File: src/rtl/mult_pkg.sv
// Shared definitions for the multiplier-side datapath blocks:
// default product width, the dot-accumulator state encoding and
// the run-length clamp helper.
package mult_pkg;

   // Product width of the 4x4 multiplier array (2 x operand width).
   localparam int PROD_W_DEF = 8;

   // Dot-accumulator run states.
   typedef enum logic [1:0] {
      IDLE  = 2'd0,
      ACCUM = 2'd1,
      DONE  = 2'd2
   } state_t;

   // Limit a requested run length to the largest supported length.
   function automatic int clamp_len(input int len_v, input int max_v);
      int res_v;
      if (len_v > max_v) begin
         res_v = max_v;
      end else begin
         res_v = len_v;
      end
      return res_v;
   endfunction

endpackage : mult_pkg

File: src/rtl/dot_acc_adder.sv
// Unsigned ACC_W-bit adder with carry-out for the dot accumulator.
// With DOT_ACCUM_SAT_EN defined, any add that carries out clamps the
// sum to all-ones; otherwise the sum wraps modulo 2^ACC_W. Once the
// accumulator sits at all-ones, every further add either carries or
// adds zero, so a saturated sum stays saturated for the rest of the run.
module dot_acc_adder #(
   parameter int ACC_W = 16
)(
   input  logic [ACC_W-1:0] a,
   input  logic [ACC_W-1:0] b,
   output logic [ACC_W-1:0] sum,
   output logic             carry
);

   logic [ACC_W-1:0] raw_sum_s;
   logic             raw_carry_s;

   // Full-width add, keeping the carry out of the top bit.
   always_comb begin
      {raw_carry_s, raw_sum_s} = {1'b0, a} + {1'b0, b};
   end

   // Select wrapped or saturated result.
   always_comb begin
      carry = raw_carry_s;
`ifdef DOT_ACCUM_SAT_EN
      if (raw_carry_s) begin
         sum = {ACC_W{1'b1}};
      end else begin
         sum = raw_sum_s;
      end
`else
      sum = raw_sum_s;
`endif
   end

endmodule : dot_acc_adder

File: src/rtl/mult_dot_accum.sv
// Dot-product / MAC reduction stage behind the combinational 4x4
// multiplier. A run of len products is accepted over a valid/ready
// handshake and summed; the registered result is then offered on a
// valid/ready output together with a sticky overflow flag.
// Optional build macro: DOT_ACCUM_SAT_EN (saturating accumulation).
module mult_dot_accum
   import mult_pkg::*;
#(
   parameter  int PROD_W  = PROD_W_DEF,
   parameter  int ACC_W   = 16,
   parameter  int MAX_LEN = 16,
   localparam int LEN_W   = $clog2(MAX_LEN + 1)
)(
   input  logic              clk,
   input  logic              rst_n,
   input  logic              start,
   input  logic [LEN_W-1:0]  len,
   input  logic              in_valid,
   output logic              in_ready,
   input  logic [PROD_W-1:0] in_prod,
   output logic              out_valid,
   input  logic              out_ready,
   output logic [ACC_W-1:0]  out_acc,
   output logic              out_ovf,
   output logic              busy
);

   state_t            state_r;
   logic [ACC_W-1:0]  acc_r;
   logic [LEN_W-1:0]  cnt_r;
   logic              ovf_r;
   logic              in_ready_r;
   logic              out_valid_r;
   logic              busy_r;
   logic [ACC_W-1:0]  out_acc_r;
   logic              out_ovf_r;

   logic [ACC_W-1:0]  prod_ext_s;
   logic [ACC_W-1:0]  sum_s;
   logic              carry_s;
   logic              accept_s;
   logic              last_s;
   logic [LEN_W-1:0]  len_clamped_s;

   // Zero-extend the product and clamp the requested length.
   always_comb begin
      prod_ext_s    = ACC_W'(in_prod);
      len_clamped_s = LEN_W'(clamp_len(int'(len), MAX_LEN));
   end

   // Handshake decode: in_ready is only ever high in ACCUM.
   always_comb begin
      if (in_ready_r) begin
         accept_s = in_valid;
         last_s   = (cnt_r == LEN_W'(1));
      end else begin
         accept_s = 1'b0;
         last_s   = 1'b0;
      end
   end

   dot_acc_adder #(
      .ACC_W (ACC_W)
   ) u_adder (
      .a     (acc_r),
      .b     (prod_ext_s),
      .sum   (sum_s),
      .carry (carry_s)
   );

   // Run-control FSM with accumulator, counter and output registers.
   always_ff @(posedge clk or negedge rst_n) begin
      if (!rst_n) begin
         state_r     <= IDLE;
         acc_r       <= {ACC_W{1'b0}};
         cnt_r       <= {LEN_W{1'b0}};
         ovf_r       <= 1'b0;
         in_ready_r  <= 1'b0;
         out_valid_r <= 1'b0;
         busy_r      <= 1'b0;
         out_acc_r   <= {ACC_W{1'b0}};
         out_ovf_r   <= 1'b0;
      end else begin
         case (state_r)
            IDLE: begin
               if (start) begin
                  acc_r  <= {ACC_W{1'b0}};
                  ovf_r  <= 1'b0;
                  busy_r <= 1'b1;
                  if (len != {LEN_W{1'b0}}) begin
                     cnt_r      <= len_clamped_s;
                     in_ready_r <= 1'b1;
                     state_r    <= ACCUM;
                  end else begin
                     // Empty run: publish a zero result straight away.
                     out_acc_r   <= {ACC_W{1'b0}};
                     out_ovf_r   <= 1'b0;
                     out_valid_r <= 1'b1;
                     state_r     <= DONE;
                  end
               end else begin
                  state_r <= IDLE;
               end
            end
            ACCUM: begin
               if (accept_s) begin
                  acc_r <= sum_s;
                  ovf_r <= ovf_r | carry_s;
                  cnt_r <= cnt_r - LEN_W'(1);
                  if (last_s) begin
                     out_acc_r   <= sum_s;
                     out_ovf_r   <= ovf_r | carry_s;
                     out_valid_r <= 1'b1;
                     in_ready_r  <= 1'b0;
                     state_r     <= DONE;
                  end else begin
                     state_r <= ACCUM;
                  end
               end else begin
                  state_r <= ACCUM;
               end
            end
            DONE: begin
               if (out_ready) begin
                  out_valid_r <= 1'b0;
                  busy_r      <= 1'b0;
                  state_r     <= IDLE;
               end else begin
                  state_r <= DONE;
               end
            end
            default: begin
               state_r     <= IDLE;
               in_ready_r  <= 1'b0;
               out_valid_r <= 1'b0;
               busy_r      <= 1'b0;
            end
         endcase
      end
   end

   // Drive ports from registers only.
   always_comb begin
      in_ready  = in_ready_r;
      out_valid = out_valid_r;
      busy      = busy_r;
      out_acc   = out_acc_r;
      out_ovf   = out_ovf_r;
   end

endmodule : mult_dot_accum

File: config.mk
export PLATFORM = sky130hd
export DESIGN_NAME = mult_dot_accum
export DESIGN_NICKNAME = d
export VERILOG_FILES = /design/src/rtl/mult_pkg.sv /design/src/rtl/dot_acc_adder.sv /design/src/rtl/mult_dot_accum.sv
export SDC_FILE = /design/constraint.sdc
export NUM_CORES = 1
export LEC_CHECK = 0
export ABC_AREA = 0
export CORE_ASPECT_RATIO = 1.1
export CORE_MARGIN = 8
export CORE_UTILIZATION = 49
export DETAILED_ROUTE_END_ITERATION = 16
export GPL_ROUTABILITY_DRIVEN = 0
export HOLD_SLACK_MARGIN = 0.05
export PLACE_DENSITY = 0.76
export SYNTH_ARGS = -nofsm -noshare
export SYNTH_HDL_FRONTEND = slang
export SYNTH_SLANG_ARGS = --single-unit
File: constraint.sdc
create_clock -name clk -period 2.4 [get_ports clk]
set_clock_uncertainty 0.05 [all_clocks]
set_input_delay 0.48 -clock clk [delete_from_list [all_inputs] [get_ports clk]]
set_output_delay 0.48 -clock clk [all_outputs]
set_load 0.02 [all_outputs]
======== After elaboration in Yosys (flattened, before gate mapping) ========
Index checks and enable logic that the tools add are counted.
word-level totals
  bits of input ports ..................... 18
  flip-flop bits (word level) ............. 44
  memory bits (writable) .................. 0
  latch bits .............................. 0
  memories kept ........................... 0
  logic and storage cells ................. 75
  memory bits (read-only) ................. 0
cells by class
  $lt $le $gt $ge ......................... 1
  shifts and indexed selects .............. 0
  $mul .................................... 0
  div/mod/pow operators ................... 0
  muxes and demuxes ....................... 42
  add/sub/neg operators ................... 2
  reduce and logical (&&, ||, !) cells .... 9
  eq/ne operators ......................... 9
  bitwise logic cells ..................... 3
operators with widths
  kind                 number
  $mux 16              6
  $pmux 16 s2          2
  $mux 5               4
  $mux 1               18
  $add 16x8->17        1
  $reduce_and 5->1     3
  $ne 2x2->1 const B   6
  $mux 2               5
  $pmux 5 s2           1
  $pmux 1 s3           3
  $pmux 2 s3           1
  $reduce_and 3->1     2
  $eq 5x1->1 const B   1
  $gt 5x5->1 const B   1
  $reduce_bool 5->1    1
  $sub 5x1->5 const B  1
  $pmux 1 s2           2
  $reduce_and 4->1     1
  $eq 2x1->1 const B   1
  $eq 2x2->1 const B   1
  $logic_not 2->1      1
  $not 1->1            2
  $reduce_bool 2->1    1
  $or 1x1->1           1

======== Depth between registers and ports, before layout ========
Gate-level depths: netlist of run 1.
  word-level depth ........................ 5
  gate-level depth with buffers ........... 8

======== Cells and area by module ========
From an unflattened synthesis of run 1, not the netlist that was laid out.
unflattened totals
  cells, all modules ...................... 309
  area, all modules ....................... 2881.5 µm²
modules (own cells, without submodules)
  module          area each (µm²)  sequential area each (µm²)  instances  cells an instance
  mult_dot_accum  2025.7           1101.1                      1          199
  dot_acc_adder   855.8            0.0                         1          110

======== Worst setup path before layout of run 1 ========
OpenSTA, ideal clock, no wires.
  kind .................................... input port to flip-flop
  start point ............................. in in_prod[0]
  end point ............................... reg ovf_r
  stages on the path ...................... 8
  path slack .............................. -0.014 ns
  buffers on the path ..................... 0
  data arrival time ....................... 2.260 ns
  library setup time ...................... 0.104 ns
  cells stage by stage .................... ha_1 -> inv_1 -> fa_1 -> nand2b_1 -> a21oi_1 -> a21oi_1 -> o41a_1 -> a221oi_1
between the ends
  longest elaborated chain between the ends .. 4
RTL lines
  what                  RTL line               text
  start, declared       mult_dot_accum.sv:20   input logic [PROD_W-1:0] in_prod,
  $add 16x8->17         dot_acc_adder.sv:20    {raw_carry_s, raw_sum_s} = {1'b0, a} + {1'b0, b};
  $or 1x1->1            mult_dot_accum.sv:108  ovf_r <= ovf_r | carry_s;
  $mux 1                mult_dot_accum.sv:106  if (accept_s) begin
  $pmux 1 s2            mult_dot_accum.sv:84   case (state_r)
  end signal, assigned  mult_dot_accum.sv:108
  end, declared         mult_dot_accum.sv:31   logic ovf_r;
Every way passes these cells. The select of a mux whose other input is x is not followed.
A chain may end at the register's enable or synchronous reset.

======== Worst setup path in the final report of run 1 ========
  start point ............................. in in_prod[5]
  end point ............................... reg out_acc_r[12], in the netlist out_acc[12]
between the ends
  longest elaborated chain between the ends .. 4
RTL lines
  what                  RTL line               text
  $add 16x8->17         dot_acc_adder.sv:20
  $mux 16               mult_dot_accum.sv:110  if (last_s) begin
  $mux 16               mult_dot_accum.sv:106
  $pmux 16 s2           mult_dot_accum.sv:84
  end signal, assigned  mult_dot_accum.sv:81   out_acc_r <= {ACC_W{1'b0}};
  end signal, assigned  mult_dot_accum.sv:96   out_acc_r <= {ACC_W{1'b0}};
  end signal, assigned  mult_dot_accum.sv:111  out_acc_r <= sum_s;
  end, declared         mult_dot_accum.sv:35   logic [ACC_W-1:0] out_acc_r;
Every way passes these cells. The select of a mux whose other input is x is not followed.

==> impl_results.rst, run 1 <==
.. list-table::
   :header-rows: 1

   * - Metric
     - Value
   * - Post-synthesis cell type count
     - 50
   * - Buffers and inverters on the worst path
     - 2
   * - Final Cycle Share
     - 0.973
   * - Worst reg-to-reg path cell count
     - 7
   * - Achievable Freq
     - around 430 MHz
   * - Critical path fanouts, max
     - 5
   * - Number of placed cells counting well taps
     - between 400 and 500
   * - Total standard cell area after synthesis
     - 0.00262 mm2
   * - Power, Total
     - 3.71 mW
   * - Latest clock arrival within the worst-skew pair
     - around 0.3 ns
   * - Via count
     - 2565
   * - CTS root buf
     - clkbuf_8
   * - Total half-perimeter wirelength after legalization and detailed placement
     - 5330 um
   * - Final instance count without filler cells
     - around 420
   * - DR pass1 iterations
     - 4
   * - Nature of the critical path startpoint
     - primary input
   * - Post-synth EDFFs
     - 0
   * - Status
     - completed
   * - Flip-flop and latch count after synthesis
     - 44
   * - CTS tree
     - built
   * - Proportion of synthesized chip area in sequential cells
     - 0.421
   * - Worst path max stage delay
     - 0.43 ns
   * - Final Instance Area
     - around 0.0034 mm2
   * - Arrival time reported for the critical path endpoint
     - 2.52 ns
   * - Buffers from clock root to sink, at most
     - 2
   * - Min Clock Period, post-route
     - 2.33 ns
   * - Final count of pins violating max slew
     - 0
   * - Die ar.
     - slightly below 0.008 mm2
   * - Sequential cell area in the final layout
     - 0.00110 mm2
   * - Hold/Removal Path Class
     - primary input to asynchronous set/reset pin
   * - Count of hold-fix buffers inserted at cts
     - 0
   * - Y dimension of the die
     - approximately 93 um
   * - Commonest cells after routing, fill and taps aside
     - nand2_1, dfrtp_1, clkdlybuf4s50_1
   * - Highest-delay cell along the critical path
     - clkdlybuf4s50_1
   * - Mapped Nets
     - 326
   * - Kind of capture point of the worst setup path
     - flop
   * - Post-Synthesis Cells
     - 297
   * - Overflow left after global routing
     - 0
   * - Syn. warnings
     - 0
   * - Maximum Capacitance Violations
     - 0
   * - Max IR drop VDD
     - 0.564 mV
   * - Layout cell share with drive strength beyond 1
     - 0.168
   * - P&R area growth vs syn
     - 29.4%
   * - Count of filler cells inserted in the layout
     - approximately 460
   * - Wire length of the first global-routing pass
     - 12200 um
   * - Placed Area
     - 0.00323 mm2
   * - Final setup violation count
     - 0
   * - WL/cell
     - 17.1 um
   * - Critical R2R Launch
     - cnt_r[1]
   * - Clock buffer count from CTS
     - 5
   * - Sequential power share
     - 0.317
   * - Hold Vio Cnt, Final
     - 0
   * - Slew HR
     - 0.587
   * - Ant diodes
     - 0
   * - Number of antenna violations at the first check in global routing
     - 0
   * - Count of buffers inserted at the top-level ports
     - 37
   * - Largest net degree at the start of global routing
     - 28
   * - Final Routed Wirelength
     - slightly above 7000 um
   * - H-tree depth reported by CTS
     - 2
   * - Sw Share
     - 0.429
   * - Vias in the first global route
     - 2531
   * - Terminus of the critical flop-to-flop path
     - out_acc[14]
   * - Part of the power in the clock network
     - 0.131
   * - # clock sinks
     - 44
   * - Core Footprint
     - 0.00526 mm2
   * - Clk pin slew, worst setup/hold paths
     - 0.08 ns
   * - DIE WIDTH
     - 85.7 um
   * - Post-layout nets
     - 391
   * - Worst-case register-to-register setup slack
     - 0.16 ns
   * - Gate family responsible for the most delay along the worst path
     - buffers and inverters
   * - Asr flop ratio synth
     - 1.00
   * - Cell depth of the worst setup path
     - 8
   * - FP Rows
     - 28
   * - Starting density of the core
     - 0.498
   * - Dominant register cell in the synthesized netlist
     - dfrtp_1
   * - DRC violation count after routing
     - 0
   * - Pwr dens
     - 1100 mW/mm2
   * - Type of the worst setup path
     - primary input to flop
   * - Crit-path cells
     - clkdlybuf4s50_1, ha_1, a21oi_1, o21ai_0, a21oi_2, buf_4, or4_4, nand3_2
   * - Internal power consumption
     - ~2.1 mW
   * - Total negative slack for setup checks
     - 0 ns
   * - Vias per cell
     - a little over 6
   * - Most common cell after layout, fill and taps aside
     - nand2_1
   * - Worst slew pin tran
     - 0.620 ns
   * - Footprint of the multi-input gates
     - 0.00145 mm2
   * - Switching component of the power
     - approximately 1.6 mW
   * - WP data required
     - 2.59 ns
   * - Leakage Power
     - 1.48 nW
   * - Share of total power in combinational logic
     - 0.552
   * - Remaining antenna violation count after routing
     - 0
   * - DRT iter0 DRCs
     - 264
   * - Syn_area_per_cell
     - 8.80 um2
   * - Overall fraction of global-route tracks in use
     - 0.190
   * - Boundary Pins
     - 38
## flip-flops by register name, summed over array words and instances, names as in the netlist
signal / count
acc_r: 16
busy: 1
cnt_r: 5
in_ready: 1
out_acc: 16
out_ovf: 1
out_valid: 1
ovf_r: 1
state_r: 2
## metrics by stage
| stage | utilization | worst slack [ns] | hold slack [ns] |
|---|---|---|---|
| 2_1_floorplan | - | 0.0726 | 0.134 |
| 3_3_place_gp | 0.615 | -0.315 | 0.410 |
| 3_5_place_dp | 0.615 | -0.376 | 0.415 |
| 4_1_cts | 0.636 | 0.0166 | 0.157 |
| 5_1_grt | 0.644 | -0.0261 | 0.189 |
| 6_report | 0.644 | 0.0658 | 0.136 |
## repair_timing
action,4_1_cts,5_1_grt
buffers inserted,0,1
pin swaps,1,6
setup endpoints to repair,5,12
resized for setup,4,9
## worst max path at each step
stage / from / to / slack, ns
global route: in_prod[5] / out_acc[12] / -0.03
finish: in_prod[5] / out_acc[12] / 0.07
global placement: in_prod[0] / out_acc[12] / -0.31
CTS: in_prod[0] / out_acc[10] / 0.02
floorplan: in_prod[0] / ovf_r / 0.07
detailed placement: in_prod[0] / out_acc[10] / -0.38
## layer usage
metal	vias up	share of wire	wire, um	global-route usage
li1	1230	-	-	-
met1	1242	0.43	3080	0.230
met2	82	0.50	3580	0.320
met3	11	0.057	411	0.0434
met4	0	0.020	144	0.0760
met5	-	0	0	0
## synthesized netlist by cell type (2+ instances only)
master     count  area share
a21o_1         4       0.011
a21oi_1       17       0.033
a31o_2         2      0.0067
nand2b_1       4      0.0096
o21ai_0       31       0.059
clkbuf_1       9       0.013
a41oi_1        3       0.010
dfrtp_1       44        0.42
nand4_1        5       0.012
a31oi_1        8       0.019
xnor2_1        3       0.010
nor4_1         3      0.0072
nand3_1       17       0.033
ha_1          10       0.048
or4_1          2      0.0057
or3_1          6       0.014
and2_1         2      0.0048
o31ai_1        3      0.0086
nor2_1        14       0.020
and3_1         2      0.0048
o211ai_1       6       0.017
nor3b_1        2      0.0057
nor3_1         4      0.0077
nor2b_1        3      0.0072
o2111ai_1      8       0.027
nand2_1       45       0.065
a2111o_1       2      0.0086
buf_6          3       0.013
inv_1         14       0.020
## power by group through the flow
| stage | combinational (mW) | clock, mW | sequential (mW) |
|---|---|---|---|
| 2_1_floorplan | 1.09 | 0 | 1.25 |
| 3_3_place_gp | 1.90 | 0 | 1.17 |
| 3_5_place_dp | 1.94 | 0 | 1.18 |
| 4_1_cts | 1.99 | 0.495 | 1.17 |
| 5_1_grt | 2.26 | 0.528 | 1.21 |
| 6_report | 2.05 | 0.486 | 1.17 |
## layout make-up
cell class / count / share of cell area
Tap cell: 60 / 0.0222
Inverter: 14 / 0.0155
Sequential cell: 44 / 0.325
Timing Repair Buffer: 70 / 0.182
Multi-Input combinational cell: 227 / 0.428
Clock buffer: 8 / 0.0266
## logic make-up after synthesis
kind of cell	synth area share
AOI/OAI and AO/OA	0.236
xor gates and xnor gates	0.0100
adders and majority gates	0.0555
buffers and inverters	0.0459
muxes	0.00813
DFF	0.421
and+or+nand+nor	0.223
## worst register-to-register path: cells and delay by family (launching register included)
kind | cells | cell delay, ns
AOI/OAI and AO/OA | 2 | 0.37
buffers and inverters | 1 | 0.10
adders and majority gates | 1 | 0.14
and+or+nand+nor | 3 | 1.12
DFF | 1 | 0.38
Power figures use the tool's default switching activity.
==> run 2: changes to the inputs <==
--- a/config.mk
+++ b/config.mk
@@ -7,12 +7,13 @@
 export LEC_CHECK = 0
 export ABC_AREA = 0
 export CORE_ASPECT_RATIO = 1.1
-export CORE_MARGIN = 8
-export CORE_UTILIZATION = 49
+export CORE_UTILIZATION = 57
 export DETAILED_ROUTE_END_ITERATION = 16
+export DONT_BUFFER_PORTS = 1
 export GPL_ROUTABILITY_DRIVEN = 0
 export HOLD_SLACK_MARGIN = 0.05
-export PLACE_DENSITY = 0.76
+export PLACE_DENSITY = 0.75
+export RECOVER_POWER = 25
 export SYNTH_ARGS = -nofsm -noshare
 export SYNTH_HDL_FRONTEND = slang
 export SYNTH_SLANG_ARGS = --single-unit
==> run 2 against run 1 <==
Net effect:
- critical path depth is 2 lower
- final cell count is 15% lower
- utilization is 0.079 points higher
- sequential share of layout area is 6.7 points higher
- global-route usage is 8.1 points higher
- first-iteration DRC count is 1.9% higher
- clock power is 12% lower
- largest cell class unchanged
- non-clock buffer count is 58 lower
- total power is 14% lower
- critical path type is now flop to flop
- flip-flop and latch count stayed put
- combinational power is 31% lower
==> impl_results.rst, run 2 (synthesized netlist as in run 1, its figures left out) <==
.. list-table::
   :header-rows: 1

   * - Metric
     - Value
   * - Status
     - completed
   * - Boundary Pins
     - 38 (unchanged)
   * - Hold Vio Cnt, Final
     - 0 (unchanged)
   * - Type of the worst setup path
     - flop to flop
   * - Start point of the critical path
     - cnt_r[1]
   * - Final count of pins violating max slew
     - 0 (unchanged)
   * - Largest net degree at the start of global routing
     - 45 (+61%)
   * - Ant diodes
     - 0 (unchanged)
   * - Latest clock arrival within the worst-skew pair
     - 0.29 ns (about the same)
   * - Final instance count without filler cells
     - 358 (-15%)
   * - Max IR drop VDD
     - 0.699 mV (+24%)
   * - DR pass1 iterations
     - 4 (unchanged)
   * - Number of antenna violations at the first check in global routing
     - 0 (unchanged)
   * - Maximum Capacitance Violations
     - 0 (unchanged)
   * - Critical R2R Launch
     - cnt_r[1]
   * - Layout cell share with drive strength beyond 1
     - 0.0987 (-0.0694)
   * - Count of buffers inserted at the top-level ports
     - 0 (-100%)
   * - Vias in the first global route
     - 2143 (-15%)
   * - Critical path fanouts, max
     - 6 (+1)
   * - DRC violation count after routing
     - 0 (unchanged)
   * - Overall fraction of global-route tracks in use
     - 0.272 (+0.0814)
   * - Via count
     - 2256 (-12%)
   * - Pwr dens
     - 1130 mW/mm2 (+3.3%)
   * - CTS root buf
     - clkbuf_8
   * - Vias per cell
     - 6.30 (+3.9%)
   * - Met1 Wirelength
     - 2700 um (-12%)
   * - Hold Path Depth
     - 2
   * - Terminus of the critical flop-to-flop path
     - out_acc[12]
   * - Post-layout nets
     - 333 (-15%)
   * - Met2 wire len
     - 2970 um (-17%)
   * - WP data required
     - 2.58 ns (about the same)
   * - Number of placed cells counting well taps
     - 349 (-16%)
   * - Worst reg-to-reg path cell count
     - 6 (-1)
   * - Total half-perimeter wirelength after legalization and detailed placement
     - 4310 um (-19%)
   * - Starting density of the core
     - 0.601 (+0.104)
   * - Y dimension of the die
     - 73.0 um (-21%)
   * - Commonest cells after routing, fill and taps aside
     - nand2_1, dfrtp_1, o21ai_0
   * - Pre-CTS worst setup slack
     - 0.0746 ns (+0.450 ns)
   * - RSZ-0062 raised after global routing
     - no
   * - Final Cycle Share
     - 0.935 (-0.0377)
   * - Post CTS Setup Buffer Count
     - 0 (unchanged)
   * - Wire length of the first global-routing pass
     - 9900 um (-19%)
   * - Crit-path cells
     - inv_1, ha_1, or4b_4, or3_4, or4_1, nand3_1
   * - Worst slew pin tran
     - 1.11 ns (+0.491 ns)
   * - DIE WIDTH
     - 66.6 um (-22%)
   * - Remaining antenna violation count after routing
     - 0 (unchanged)
   * - WL/cell
     - 16.9 um (-0.68%)
   * - Min Clock Period, post-route
     - 2.24 ns (-0.0905 ns)
   * - CTS tree
     - built
   * - Most common cell after layout, fill and taps aside
     - nand2_1
   * - Hold Crit Start
     - len[0]
   * - H-tree depth reported by CTS
     - 2 (unchanged)
   * - Final setup violation count
     - 0 (unchanged)
   * - P&R area growth vs syn
     - 7.18%
   * - Kind of capture point of the worst setup path
     - flop
   * - Worst-case register-to-register setup slack
     - 0.16 ns (about the same)
   * - Overflow left after global routing
     - 0 (unchanged)
   * - Worst hold path endpoint
     - cnt_r[0]
   * - Clock buffer count from CTS
     - 5 (unchanged)
   * - Total negative slack for setup checks
     - 0 ns (unchanged)
   * - FP Rows
     - 25 (-11%)
   * - DR top layer
     - met4
   * - Clk pin slew, worst setup/hold paths
     - 0.08 ns (about the same)
   * - Leakage Power
     - 1.21 nW (-18%)
   * - Arrival time reported for the critical path endpoint
     - 2.43 ns (-0.09 ns)
   * - Final Routed Wirelength
     - 6070 um (-16%)
   * - Slew HR
     - 0.259 (-0.327)
   * - Routed wire length on met3
     - 304 um (-26%)
   * - DRT iter0 DRCs
     - 269 (+1.9%)
   * - Die ar.
     - 0.00486 mm2 (-39%)
   * - Highest-delay cell along the critical path
     - or4_1
   * - Worst-case setup margin in the final layout
     - 0.156 ns (+0.0905 ns)
   * - Core Footprint
     - 0.00435 mm2 (-17%)
   * - # clock sinks
     - 44 (unchanged)
   * - Achievable Freq
     - 446 MHz (+4.0%)
   * - Buffers from clock root to sink, at most
     - 2 (unchanged)
   * - Worst path max stage delay
     - 0.50 ns (+0.07 ns)
   * - Hold/Removal Path Class
     - primary input to flop
   * - Nature of the critical path startpoint
     - flop
run 2: per-stage QoR:
stage / power [mW] / instance area (um2) / util / hold WS, ns
final: 3.17 / 2800 / 0.645 / 0.293
after global routing: 3.43 / 2800 / 0.645 / 0.281
after CTS: 3.18 / 2810 / 0.646 / 0.288
after detailed placement: 2.72 / 2690 / 0.620 / 0.136
after global placement: 2.67 / 2690 / 0.620 / 0.136
after floorplan: 2.34 / 2620 / - / 0.134
run 2: worst max-delay path by stage:
stage | endpoint | slack (ns) | cells past startpoint
finish | out_acc[12] | 0.16 | 6
global route | out_acc[10] | 0.005 | 9
CTS | out_acc[14] | 0.11 | 7
detailed placement | out_acc[12] | 0.07 | 9
global placement | out_acc[12] | 0.12 | 9
floorplan | ovf_r | 0.07 | 8
run 2: power by group:
part / total [mW] / leakage, nW / internal [mW] / switching [mW]
registers: 1.33 / 0.568 / 0.981 / 0.348
logic: 1.42 / 0.606 / 0.553 / 0.863
clock network: 0.428 / 0.0410 / 0.198 / 0.230
run 2: layout make-up:
| class | count | area (um2) |
|---|---|---|
| fill | 387 | 1550 |
| multi-input combinational | 227 | 1410 |
| sequential | 44 | 1100 |
| timing repair buffer | 12 | 90.1 |
| clock buffer | 6 | 72.6 |
| tap | 54 | 67.6 |
| inverter | 14 | 52.6 |
| clock inverter | 1 | 5.00 |
run 2: critical path, delay by kind of cell, from the launching register on:
| family | cells | cell delay, ns |
|---|---|---|
| flops | 1 | 0.40 |
| fa+ha+maj | 1 | 0.15 |
| simple gates | 4 | 1.50 |
| buf+inv | 1 | 0.10 |
run 2: timing repair:
| action | CTS | global route |
|---|---|---|
| hold endpoints to repair | 44 | 0 |
| gates resized for setup | 0 | 3 |
| endpoints found under the setup margin | 0 | 8 |
| hold buffers | 2 | 0 |
run 2: routing by layer:
metal  track usage  vias up
met5             0        -
met4        0.0733        0
met3        0.0609        8
met2         0.464       60
met1         0.344     1078
li1              -     1110
